[src/rtl/vga_frame_scanner.sv]
// VGA raster generator with per-frame shadowed game geometry and pixel classification.
// All outputs are registered on the pixel tick, so they trail the counters by one tick.
module vga_frame_scanner #(
    parameter int CLK_DIV  = 2,
    parameter int H_ACTIVE = 640,
    parameter int H_FP     = 16,
    parameter int H_SYNC   = 96,
    parameter int H_BP     = 48,
    parameter int V_ACTIVE = 480,
    parameter int V_FP     = 10,
    parameter int V_SYNC   = 2,
    parameter int V_BP     = 33,
    parameter int BALL_W   = 12,
    parameter int BALL_H   = 17,
    parameter int SEGL_X0  = 0,
    parameter int SEGL_X1  = 4,
    parameter int SEGR_X0  = 636,
    parameter int SEGR_X1  = 639
) (
    input  logic       clock,
    input  logic       reset,
    input  logic [9:0] ball_x,
    input  logic [8:0] ball_y,
    input  logic [9:0] p1_leftBound,
    input  logic [9:0] p1_rightBound,
    input  logic [9:0] p2_leftBound,
    input  logic [9:0] p2_rightBound,
    input  logic [8:0] p1_topBound,
    input  logic [8:0] p1_bottomBound,
    input  logic [8:0] p2_topBound,
    input  logic [8:0] p2_bottomBound,
    input  logic [8:0] segLeft_topBound,
    input  logic [8:0] segLeft_bottomBound,
    input  logic [8:0] segRight_topBound,
    input  logic [8:0] segRight_bottomBound,
    output logic       hsync,
    output logic       vsync,
    output logic       video_on,
    output logic [9:0] pix_x,
    output logic [9:0] pix_y,
    output logic [2:0] pix_class,
    output logic       screen_end,
    output logic       frame_start
);

    localparam int H_TOTAL  = H_ACTIVE + H_FP + H_SYNC + H_BP;
    localparam int V_TOTAL  = V_ACTIVE + V_FP + V_SYNC + V_BP;
    localparam int HS_START = H_ACTIVE + H_FP;
    localparam int HS_END   = HS_START + H_SYNC - 1;
    localparam int VS_START = V_ACTIVE + V_FP;
    localparam int VS_END   = VS_START + V_SYNC - 1;
    localparam int DIV_W    = (CLK_DIV > 1) ? $clog2(CLK_DIV) : 1;

    typedef enum logic [2:0] {
        CLS_BG       = 3'd0,
        CLS_P1       = 3'd1,
        CLS_P2       = 3'd2,
        CLS_BALL     = 3'd3,
        CLS_SEGLEFT  = 3'd4,
        CLS_SEGRIGHT = 3'd5
    } pixClass_t;

    logic [DIV_W-1:0] divCnt;
    logic             tick;
    logic [9:0]       hCnt;
    logic [9:0]       vCnt;
    logic             hWrap;
    logic             vWrap;
    logic             loadPending;

    logic [9:0] shBallX, shP1Left, shP1Right, shP2Left, shP2Right;
    logic [8:0] shBallY, shP1Top, shP1Bottom, shP2Top, shP2Bottom;
    logic [8:0] shSegLTop, shSegLBottom, shSegRTop, shSegRBottom;

    logic       hsActive, vsActive, vis, blank;
    logic       p1Hit, p2Hit, ballHit, segLeftHit, segRightHit;
    logic [10:0] ballEndX, ballEndY;
    pixClass_t  classNext;

    assign tick  = (divCnt == DIV_W'(CLK_DIV - 1));
    assign hWrap = (hCnt == 10'(H_TOTAL - 1));
    assign vWrap = (vCnt == 10'(V_TOTAL - 1));

    always_ff @(posedge clock or posedge reset) begin
        if (reset) begin
            divCnt <= '0;
        end else begin
            divCnt <= tick ? '0 : divCnt + DIV_W'(1);
        end
    end

    always_ff @(posedge clock or posedge reset) begin
        if (reset) begin
            hCnt <= '0;
            vCnt <= '0;
        end else if (tick) begin
            if (hWrap) begin
                hCnt <= '0;
                vCnt <= vWrap ? 10'd0 : vCnt + 10'd1;
            end else begin
                hCnt <= hCnt + 10'd1;
            end
        end
    end

    // Geometry is sampled once per frame on the last line so a frame never shows a half-moved object.
    always_ff @(posedge clock or posedge reset) begin
        if (reset) begin
            loadPending  <= 1'b1;
            shBallX      <= '0;
            shBallY      <= '0;
            shP1Left     <= '0;
            shP1Right    <= '0;
            shP1Top      <= '0;
            shP1Bottom   <= '0;
            shP2Left     <= '0;
            shP2Right    <= '0;
            shP2Top      <= '0;
            shP2Bottom   <= '0;
            shSegLTop    <= '0;
            shSegLBottom <= '0;
            shSegRTop    <= '0;
            shSegRBottom <= '0;
        end else if (tick && (loadPending || (hCnt == 10'd0 && vWrap))) begin
            loadPending  <= 1'b0;
            shBallX      <= ball_x;
            shBallY      <= ball_y;
            shP1Left     <= p1_leftBound;
            shP1Right    <= p1_rightBound;
            shP1Top      <= p1_topBound;
            shP1Bottom   <= p1_bottomBound;
            shP2Left     <= p2_leftBound;
            shP2Right    <= p2_rightBound;
            shP2Top      <= p2_topBound;
            shP2Bottom   <= p2_bottomBound;
            shSegLTop    <= segLeft_topBound;
            shSegLBottom <= segLeft_bottomBound;
            shSegRTop    <= segRight_topBound;
            shSegRBottom <= segRight_bottomBound;
        end
    end

    assign hsActive = (hCnt >= 10'(HS_START)) && (hCnt <= 10'(HS_END));
    assign vsActive = (vCnt >= 10'(VS_START)) && (vCnt <= 10'(VS_END));
    assign vis      = (hCnt < 10'(H_ACTIVE)) && (vCnt < 10'(V_ACTIVE));
    assign blank    = (vCnt >= 10'(V_ACTIVE));

    // Ball extents are one bit wider so a ball near the right/bottom edge never wraps to zero.
    assign ballEndX = {1'b0, shBallX} + 11'(BALL_W);
    assign ballEndY = {2'b00, shBallY} + 11'(BALL_H);

    always_comb begin
        p1Hit = (hCnt >= shP1Left) && (hCnt <= shP1Right)
             && (vCnt >= {1'b0, shP1Top}) && (vCnt <= {1'b0, shP1Bottom});
        p2Hit = (hCnt >= shP2Left) && (hCnt <= shP2Right)
             && (vCnt >= {1'b0, shP2Top}) && (vCnt <= {1'b0, shP2Bottom});
        ballHit = (hCnt >= shBallX) && ({1'b0, hCnt} < ballEndX)
               && (vCnt >= {1'b0, shBallY}) && ({1'b0, vCnt} < ballEndY);
        segLeftHit = ((hCnt - 10'(SEGL_X0)) <= 10'(SEGL_X1 - SEGL_X0))
                  && (vCnt >= {1'b0, shSegLTop}) && (vCnt <= {1'b0, shSegLBottom});
        segRightHit = ((hCnt - 10'(SEGR_X0)) <= 10'(SEGR_X1 - SEGR_X0))
                   && (vCnt >= {1'b0, shSegRTop}) && (vCnt <= {1'b0, shSegRBottom});
    end

    always_comb begin
        classNext = CLS_BG;
        if (vis) begin
            if (ballHit)          classNext = CLS_BALL;
            else if (p1Hit)       classNext = CLS_P1;
            else if (p2Hit)       classNext = CLS_P2;
            else if (segLeftHit)  classNext = CLS_SEGLEFT;
            else if (segRightHit) classNext = CLS_SEGRIGHT;
        end
    end

    // frame_start is written every clock so it drops after the single clock that follows the wrap tick.
    always_ff @(posedge clock or posedge reset) begin
        if (reset) begin
            hsync       <= 1'b1;
            vsync       <= 1'b1;
            video_on    <= 1'b0;
            pix_x       <= '0;
            pix_y       <= '0;
            pix_class   <= '0;
            screen_end  <= 1'b0;
            frame_start <= 1'b0;
        end else begin
            frame_start <= tick && hWrap && vWrap;
            if (tick) begin
                hsync      <= ~hsActive;
                vsync      <= ~vsActive;
                video_on   <= vis;
                pix_x      <= hCnt;
                pix_y      <= vCnt;
                pix_class  <= classNext;
                screen_end <= blank;
            end
        end
    end

endmodule

[config.mk]
export PLATFORM = sky130hd
export DESIGN_NAME = vga_frame_scanner
export DESIGN_NICKNAME = d
export VERILOG_FILES = /design/src/rtl/vga_frame_scanner.sv
export SDC_FILE = /design/constraint.sdc
export NUM_CORES = 1
export LEC_CHECK = 0
export ABC_AREA = 0
export ABC_CLOCK_PERIOD_IN_PS = 5390
export CAP_MARGIN = 15
export CORE_UTILIZATION = 40
export CTS_CLUSTER_DIAMETER = 30
export DETAILED_ROUTE_END_ITERATION = 10
export HOLD_SLACK_MARGIN = 0.08
export SETUP_SLACK_MARGIN = 0.02
export SYNTH_ARGS = -nofsm -noshare
export SYNTH_HDL_FRONTEND = slang
export SYNTH_SLANG_ARGS = --single-unit
[constraint.sdc]
create_clock -name clock -period 5.39 [get_ports clock]
set_input_delay 0.8085 -clock clock [delete_from_list [all_inputs] [get_ports clock]]
set_output_delay 0.8085 -clock clock [all_outputs]
set_load 0.02 [all_outputs]
==> impl_metrics.env <==
export IMPL_layout_min_cycle_time_ps=3300
export IMPL_design_area_um2=13800
export IMPL_io_pins=161
export IMPL_max_clock_path_buffers=2
export IMPL_synthTopCellsByArea="dfrtp_1, ha_1, mux2_4"
export IMPL_p_int_mw=2.31
export IMPL_cts_tree="done"
export IMPL_outcome="finished clean"
export IMPL_cts_resized=0
export IMPL_pre_cts_ws_ps=2050
export IMPL_num_rows=61
export IMPL_fmax_mhz=303
export IMPL_via_count=7646
export IMPL_die_h_um=170
export IMPL_tns_ps=0
export IMPL_final_cell_mix="dfrtp_1, clkdlybuf4s50_1, ha_1"
export IMPL_syn_inst=980
export IMPL_drv_cap=0
export IMPL_swShare=0.240
export IMPL_worstPathRequired_ps=5710
export IMPL_yosysSeqAreaShare=0.402
export IMPL_hold_ws_ps=480
export IMPL_cts_buffers=17
export IMPL_min_path_type="flop to flop"
export IMPL_comb_power_share=0.103
export IMPL_switchingPower_mw=0.728
export IMPL_synth_area_per_cell_um2=11.5
export IMPL_place_area_um2=13200
export IMPL_path_max_fanout=51
export IMPL_ys_ff_latch=181
export IMPL_cts_htree_levels=4
export IMPL_hpwl_um=18500
export IMPL_worst_slew_pin_slew_ps=1120
export IMPL_netlist_area_leader_share=0.395
export IMPL_grt_start_max_net_pins=182
export IMPL_rsz0062_at_grt="no"
export IMPL_wl_um=25900
export IMPL_via_per_inst=4.98
export IMPL_place_inst=1503
export IMPL_die_width_um=170
export IMPL_total_power_mw=3.03
export IMPL_synth_flop_cell="dfrtp_1"
export IMPL_die_area_um2=28800
export IMPL_start_util=0.407
export IMPL_cts_sinks=181
export IMPL_min_path_cells=1
export IMPL_nNetsFinal=1433
export IMPL_core_um2=27700
export IMPL_yosysWarnings=0
export IMPL_worstPathArrival_ps=3630
export IMPL_wl_per_cell_um=16.9
export IMPL_async_flop_share=1.00
export IMPL_antenna_found_initial=0
export IMPL_slew_violations=0
export IMPL_postRouteAntennaNets=0
export IMPL_finClkSkew_ps=17.0
export IMPL_fin_util=0.500
export IMPL_synth_net_count=1269
export IMPL_drive_above_1_share=0.172
export IMPL_pwr_share_clk=0.422
export IMPL_r2r_slack_ps=2090
export IMPL_reg2reg_depth=9
export IMPL_critPathCaptureType="flop"
export IMPL_syn_cell_area_um2=11300
export IMPL_finalHoldViolations=0
export IMPL_cts_root_buffer="clkbuf_16"
export IMPL_p_seq_frac=0.475
export IMPL_cts_hold_buffers_added=0
export IMPL_p_leak_nw=7.02
export IMPL_synth_edf_count=0
export IMPL_critPathKind="flop to flop"
export IMPL_drt_iter0_drc=368
export IMPL_relSlewSlack=0.251
export IMPL_cts_setup_buffers=0
export IMPL_clk_pin_slew_ps=70
export IMPL_drc=0
export IMPL_final_common_cell="dfrtp_1"
export IMPL_drtPass1Iterations=4
export IMPL_insertion_delay_ps=450
export IMPL_port_buffers=160
export IMPL_grt_pass1_wl_um=42900
export IMPL_period_share=0.613
export IMPL_powerDensity_nw_per_um2=219
export IMPL_layoutNonFillerInstCount=1536
export IMPL_yosys_cell_types_count=60
export IMPL_setup_slack_ps=2090
export IMPL_grt_usage=0.193
export IMPL_synth_top_area_cell="dfrtp_1"
export IMPL_grt_overflow=0
export IMPL_setup_viol=0
export IMPL_irDropWorstVdd_mv=0.200
export IMPL_grt_pass1_vias=7936
export IMPL_startpoint_type="flop"
export IMPL_finalWeightedCongestion=0.811
export IMPL_area_delta_synth_final_pct=22.9
cell type report:
class	count	area, um^2
fill	2550	13900
tap	378	473
clock buffer	20	447
antenna	1	2.50
sequential	181	4530
multi-input combinational	644	6070
timing repair buffer	167	1670
inverter	133	503
clock inverter	12	146
worst max-delay path: stages (launching register included):
cell	delay, ps
dfrtp_1	800
inv_1	190
ha_1	230
nand2_1	70
nor4_2	50
nand2_1	110
nor4_1	70
o21ai_4	430
buf_4	770
mux2_2	410
power by group through the flow:
stage               Combinational [mW]  Sequential (mW)  Clock, mW
CTS                              0.318             1.44       1.32
global placement                 0.310             1.47          0
floorplan                        0.175             1.46          0
finish                           0.312             1.44       1.28
global route                     0.354             1.45       1.36
detailed placement               0.316             1.47          0
kinds of logic (layout without fill, tap and decap cells):
group,Yosys count,count (layout),share of synthesized area
flip-flops,181,181,0.402
AND/OR/NAND/NOR,158,158,0.0761
adder cells (fa/ha/maj),156,156,0.173
buffers and inverters,155,332,0.0598
multiplexers,153,153,0.183
AO/OA/AOI/OAI,150,150,0.0845
XOR/XNOR,27,27,0.0210
other,0,1,0
metal layers:
| metal | vias up | global-route usage | share of wire |
|---|---|---|---|
| li1 | 3805 | - | - |
| met1 | 3658 | 0.271 | 0.49 |
| met2 | 164 | 0.309 | 0.45 |
| met3 | 19 | 0.0343 | 0.045 |
| met4 | 0 | 0.0466 | 0.012 |
| met5 | - | 0 | 0 |
Yosys cell counts, types with 8 or more instances:
| cell | n |
|---|---|
| nor2_1 | 30 |
| nor3_1 | 13 |
| mux2_2 | 62 |
| nand3_1 | 15 |
| a21o_1 | 16 |
| a211oi_1 | 11 |
| ha_1 | 156 |
| buf_6 | 11 |
| mux2_4 | 90 |
| xnor2_1 | 20 |
| dfrtp_1 | 178 |
| inv_1 | 133 |
| nand2b_1 | 8 |
| o21ai_0 | 45 |
| and3_1 | 9 |
| nand2_1 | 33 |
| a21oi_1 | 34 |
| nand4_1 | 15 |
sequential cells by signal, summed over array words and instances (netlist names), 10 cells and up:
name / flops
shBallX: 10
shP2Right: 10
pix_y: 10
shP2Left: 10
hCnt: 10
shP1Left: 10
vCnt: 10
shP1Right: 10
pix_x: 10
path summary, 6_finish.rpt:
check	endpoint	startpoint
worst max-delay path	shP2Top[8]	vCnt[1]
worst min-delay path	video_on	video_on
worst max register to register	shP2Top[8]	vCnt[1]
worst min register to register	video_on	video_on
max in group asynchronous	shP2Bottom[0]	reset
min in group asynchronous	shP2Left[0]	reset
Power figures use the tool's default switching activity.
